$ cat src/rtl/mem_loader_pkg.sv
// Shared types for the boot loader: FSM state encoding and default bus width.
package mem_loader_pkg;

  localparam int WIDTH_DEF = 8;

  typedef enum logic [1:0] {
    ST_HOLD    = 2'd0,
    ST_LOAD    = 2'd1,
    ST_RELEASE = 2'd2,
    ST_RUN     = 2'd3
  } state_e;

endpackage

$ cat src/rtl/mem_port_mux.sv
// Combinational selector of the exmemory port: the core owns it in RUN, the loader otherwise.
// Zero latency; core writes outside RUN are dropped here.
module mem_port_mux
  import mem_loader_pkg::*;
#(
  parameter int WIDTH = WIDTH_DEF
) (
  input  state_e           state_i,
  input  logic             ldr_memwrite_i,
  input  logic [WIDTH-1:0] ldr_addr_i,
  input  logic [WIDTH-1:0] ldr_writedata_i,
  input  logic             core_memwrite_i,
  input  logic [WIDTH-1:0] core_addr_i,
  input  logic [WIDTH-1:0] core_writedata_i,
  output logic             mem_memwrite_o,
  output logic [WIDTH-1:0] mem_addr_o,
  output logic [WIDTH-1:0] mem_writedata_o
);

  logic sel_core;

  always_comb begin
    sel_core        = (state_i == ST_RUN);
    mem_memwrite_o  = ldr_memwrite_i;
    mem_addr_o      = ldr_addr_i;
    mem_writedata_o = ldr_writedata_i;
    if (sel_core) begin
      mem_memwrite_o  = core_memwrite_i;
      mem_addr_o      = core_addr_i;
      mem_writedata_o = core_writedata_i;
    end
  end

endmodule

$ cat src/rtl/mem_loader.sv
// Boot loader: holds the MIPS core in reset, streams bytes into memory from address 0, then releases it.
// One byte per cycle, written the same cycle it is accepted; in_ready is high for the whole LOAD state.
module mem_loader
  import mem_loader_pkg::*;
#(
  parameter int WIDTH = WIDTH_DEF
) (
  input  logic             clk,
  input  logic             reset,
  input  logic             load_start,
  input  logic             run,
  input  logic             in_valid,
  input  logic [WIDTH-1:0] in_data,
  input  logic             in_last,
  output logic             in_ready,
  input  logic             core_memwrite,
  input  logic [WIDTH-1:0] core_addr,
  input  logic [WIDTH-1:0] core_writedata,
  output logic             core_reset,
  output logic             mem_memwrite,
  output logic [WIDTH-1:0] mem_addr,
  output logic [WIDTH-1:0] mem_writedata,
  output logic             busy,
  output logic             error
);

  localparam logic [WIDTH-1:0] CNT_MAX = '1;

  state_e           state_q, state_d;
  logic [WIDTH-1:0] addr_cnt_q, addr_cnt_d;
  logic             error_q, error_d;
  logic             core_reset_q, core_reset_d;
  logic             busy_q, busy_d;
  logic             accept;

  assign in_ready = (state_q == ST_LOAD);
  assign accept   = in_valid & in_ready;

  always_comb begin
    state_d    = state_q;
    addr_cnt_d = addr_cnt_q;
    error_d    = error_q;
    unique case (state_q)
      ST_HOLD: begin
        if (load_start) begin
          state_d    = ST_LOAD;
          addr_cnt_d = '0;
          error_d    = 1'b0;
        end else if (run) begin
          state_d = ST_RELEASE;
        end
      end
      ST_LOAD: begin
        if (accept) begin
          addr_cnt_d = addr_cnt_q + 1'b1;
          if (in_last) begin
            state_d = ST_RELEASE;
          end else if (addr_cnt_q == CNT_MAX) begin
            // Image does not fit: abort back to HOLD, counter has wrapped to 0.
            state_d = ST_HOLD;
            error_d = 1'b1;
          end
        end
      end
      ST_RELEASE: state_d = ST_RUN;
      ST_RUN: begin
        if (load_start) begin
          state_d    = ST_LOAD;
          addr_cnt_d = '0;
          error_d    = 1'b0;
        end
      end
      default: state_d = ST_HOLD;
    endcase

    // Reset drops only after a full cycle spent in RUN, so the core sees two cycles from release.
    core_reset_d = !((state_q == ST_RUN) && (state_d == ST_RUN));
    busy_d       = (state_d == ST_LOAD) || (state_d == ST_RELEASE);
  end

  always_ff @(posedge clk or posedge reset) begin
    if (reset) begin
      state_q      <= ST_HOLD;
      addr_cnt_q   <= '0;
      error_q      <= 1'b0;
      core_reset_q <= 1'b1;
      busy_q       <= 1'b0;
    end else begin
      state_q      <= state_d;
      addr_cnt_q   <= addr_cnt_d;
      error_q      <= error_d;
      core_reset_q <= core_reset_d;
      busy_q       <= busy_d;
    end
  end

  assign core_reset = core_reset_q;
  assign busy       = busy_q;
  assign error      = error_q;

  mem_port_mux #(.WIDTH(WIDTH)) u_mux (
    .state_i          (state_q),
    .ldr_memwrite_i   (accept),
    .ldr_addr_i       (addr_cnt_q),
    .ldr_writedata_i  (in_data),
    .core_memwrite_i  (core_memwrite),
    .core_addr_i      (core_addr),
    .core_writedata_i (core_writedata),
    .mem_memwrite_o   (mem_memwrite),
    .mem_addr_o       (mem_addr),
    .mem_writedata_o  (mem_writedata)
  );

endmodule

$ cat config.mk
export PLATFORM = sky130hd
export DESIGN_NAME = mem_loader
export DESIGN_NICKNAME = d
export VERILOG_FILES = /design/src/rtl/mem_loader_pkg.sv /design/src/rtl/mem_port_mux.sv /design/src/rtl/mem_loader.sv
export SDC_FILE = /design/constraint.sdc
export NUM_CORES = 1
export LEC_CHECK = 0
export ABC_AREA = 1
export CORE_UTILIZATION = 43
export CTS_CLUSTER_SIZE = 40
export DETAILED_ROUTE_END_ITERATION = 16
export GPL_ROUTABILITY_DRIVEN = 0
export PLACE_DENSITY_LB_ADDON = 0.12
export SLEW_MARGIN = 20
export SYNTH_ARGS = -nofsm -noshare
export SYNTH_HDL_FRONTEND = slang
export SYNTH_SLANG_ARGS = --single-unit
$ cat constraint.sdc
create_clock -name clk -period 3.25 [get_ports clk]
set_input_delay 0.65 -clock clk [delete_from_list [all_inputs] [get_ports clk]]
set_output_delay 0.65 -clock clk [all_outputs]
set_load 0.01 [all_outputs]
==> reports/qor.csv <==
metric,value,unit
setup-violations-final,0,
post_synth_fa_ha_maj_area_fraction,7.04,%
crit_path_frequent_cell,nand2_1,
detailedRoute.firstIterationViolations,18,
synthesized_instance_count,162,
outcome,completed,
power_frac_clock,8.9,%
timing.critical_path.slowest_stage_cell,clkdlybuf4s50_1,
largest_driver_fanout_on_the_critical_path,19,
main_combinational_cell_family_by_area_after_synthesis,simple AND/OR/NAND/NOR gates,
area_fraction_in_compound_gates_after_synthesis,9.86,%
finalHoldViolCount,0,
placeableCoreArea,2280,um2
route.layer.met1.wl,1180,um
cts_setup_buffers,0,
synthesis.yosys.warnings,0,
syn_nets,199,
synth_top_area_share,28.2,%
worst_hold_path_type,reg -> reg,
p_sw_share,46.7,%
grt_first_pass_wirelength,4510,um
share_of_layout_cells_above_drive_strength_1,9.81,%
die_footprint,2680,um2
synth_unique_cells,24,
layout_overhead_on_the_synthesized_area,51.9,%
final.min_clock_period,2770,ps
powerDensity,717,nW/um2
die-height,51.8,um
cts.path.max_buffers,2,
floorplan.io_pins,52,
fmax,360,MHz
worst_slew_margin_rel,65.8,%
placement.io_buffers,51,
fillerInstances,196,
synthXorXnorAreaFrac,0,%
drt_wl_total,2800,um
drt_pass1_iterations,4,
clock_skew,2.45,ps
grt_use_total,22.7,%
top_family_by_delay_on_critical_path,buffers and inverters,
p_leak,0.760,nW
starting_density_of_the_core,46.8,%
synth_sequential_area_ratio,30.6,%
combPwrFrac,69.3,%
worstSetupStartpointType,flop,
crit_required,2600,ps
intPower,0.000619,W
total_switching_power,0.000542,W
detail_route.drc_violations,0,
critical_path_class,reg -> out,
max_capacitance_violation_count,0,
critical_path_buf_inv_count,3,
cts_tree,built,
share_seq_of_total_power,21.8,%
antenna_found_initial,0,
post_synth_and_or_nand_nor_area_fraction,41.2,%
drt.antenna.violating_nets,0,
grt_setup_unrepaired,false,
clkSlewWorstSetupHoldPaths,90,ps
place.detailed.hpwl,2220,um
mappedNetlistArea,1070,um2
viasPerCell,5.01,
post_cts_resized,0,
worstPathCellList,ha_1 > buf_4 > inv_2 > nand2_1 > nand2_1 > clkdlybuf4s50_1,
worstSetupEndpointType,primary output,
grt_start_max_net_pins,20,
route.vias.total,1212,
ctsRootBufferMaster,clkbuf_4,
avgRoutedWirePerCell,11.6,um
yosys-mux-area-fraction,0,%
wl_met3,251,um
tcrit_tclk_final,85.4,%
tritoncts_num_sinks,13,
cts_made_buffers,3,
dr_wl_met2,1360,um
maxUsedRoutingLayer,met4,
floorplan.rows,17,
worst_pin_slew,513,ps
worst_skew_pair.late_latency,270,ps
die_width,51.8,um
synthDominantAreaCellType,dfrtp_1,
peakVddDrop,0.462,mV
fin_nets,252,
synth.top_cells.by_area,"dfrtp_1 28%, nand2_1 21%, o21ai_1 7.5%, ha_1 7.0%, inv_1 6.0%",
totalNegativeSetupSlack,0,ps
first_global_vias,1131,
syn_area_per_cell,6.58,um2
yosys_register_bits,13,
p_total,0.00116,W
cts_max_level,1,
antenna-diode-count,0,
max_stage_delay,480,ps
critical_path_arrival,2120,ps
cts_stage_hold_buffer_count,0,
globalRoute.totalOverflow,0,
maxSlewViolCount,0,
## through the flow
stage / setup slack (ps) / cell area [um2] / std cells / util, % / hold slack, ps
after floorplan: 1450 / 1070 / 162 / - / 492
after global placement: 729 / 1590 / 238 / 70.0 / 471
after detailed placement: 706 / 1590 / 238 / 70.0 / 505
after CTS: 451 / 1620 / 242 / 71.1 / 526
after global routing: 321 / 1620 / 242 / 71.1 / 563
final: 475 / 1620 / 242 / 71.1 / 522
## area by class of cell
type                            count  area, um2  share of cell area [%]
Clock buffer                        4       26.3                    1.62
Inverter                           25       93.8                    5.80
Multi-Input combinational cell    120        619                    38.3
Sequential cell                    13        327                    20.2
Tap cell                           28       35.0                    2.16
Timing Repair Buffer               52        518                    32.0
## cell usage after synthesis
| cell type | n |
|---|---|
| nand2_2 | 2 |
| nor3_1 | 2 |
| buf_2 | 3 |
| nand3b_1 | 1 |
| nand2_1 | 61 |
| nand3_2 | 1 |
| ha_1 | 6 |
| clkinv_1 | 1 |
| nor2_2 | 2 |
| buf_6 | 1 |
| nand4_1 | 6 |
| o21ai_0 | 2 |
| nor2_4 | 2 |
| nor2_8 | 1 |
| o21ai_1 | 16 |
| nand3_1 | 9 |
| dfrtp_1 | 12 |
| or2_1 | 1 |
| inv_1 | 17 |
| dfstp_2 | 1 |
| a21oi_1 | 3 |
| nor2_1 | 4 |
| inv_2 | 7 |
| nand2_4 | 1 |
## state kept, by name, summed over array words and instances, names as in the netlist
signal / cells
addr_cnt_q: 8
error: 1
core_reset: 1
state_q: 2
busy: 1
## per-layer routing
layer / global-route usage, % / vias up
met5: 0 / -
met4: 5.41 / 0
met3: 8.77 / 2
met1: 24.5 / 543
li1: - / 613
met2: 41.1 / 54
## tightest hold or removal path: cells and delay by family (launching register included)
family,cells,cell delay [ps]
simple gates,1,50
compound gates,1,70
flops,1,360
## cell usage in the layout, fill, tap and decap left out, types with 2 or more instances in the layout
| cell | n |
|---|---|
| nand2_2 | 2 |
| nor2_4 | 2 |
| dfrtp_1 | 12 |
| clkdlybuf4s50_1 | 51 |
| nor3_1 | 2 |
| a21oi_1 | 3 |
| inv_2 | 7 |
| o21ai_0 | 2 |
| nand3_1 | 9 |
| nand2_1 | 61 |
| ha_1 | 6 |
| inv_1 | 17 |
| clkbuf_4 | 3 |
| o21ai_1 | 16 |
| nand4_1 | 6 |
| nor2_2 | 2 |
| nor2_1 | 4 |
## worst paths after layout
kind                            startpoint               end  slack [ps]  cells after the start
worst max register to register  state_q[1]              busy        1330                      7
worst max-delay path            state_q[1]  mem_writedata[2]         480                      6
worst min register to register       error             error         520                      2
worst min-delay path                 error             error         520                      2
min in group asynchronous            reset     addr_cnt_q[3]         690                      2
max in group asynchronous            reset        core_reset        2200                      2
## kinds of logic after synthesis
family / count (synthesis)
AND/OR/NAND/NOR: 93
flip-flops: 13
buffers and inverters: 29
adder cells (fa/ha/maj): 6
AO/OA/AOI/OAI: 21
## power by group through the flow
stage,combinational (W),clock (W),sequential (W)
2_1_floorplan,0.000499,0,0.000253
5_1_grt,0.000883,0.000109,0.000260
3_3_place_gp,0.000783,0,0.000251
6_report,0.000805,0.000103,0.000253
3_5_place_dp,0.000804,0,0.000256
4_1_cts,0.000809,0.000103,0.000253
No activity file was read; power rests on OpenSTA's default activity.
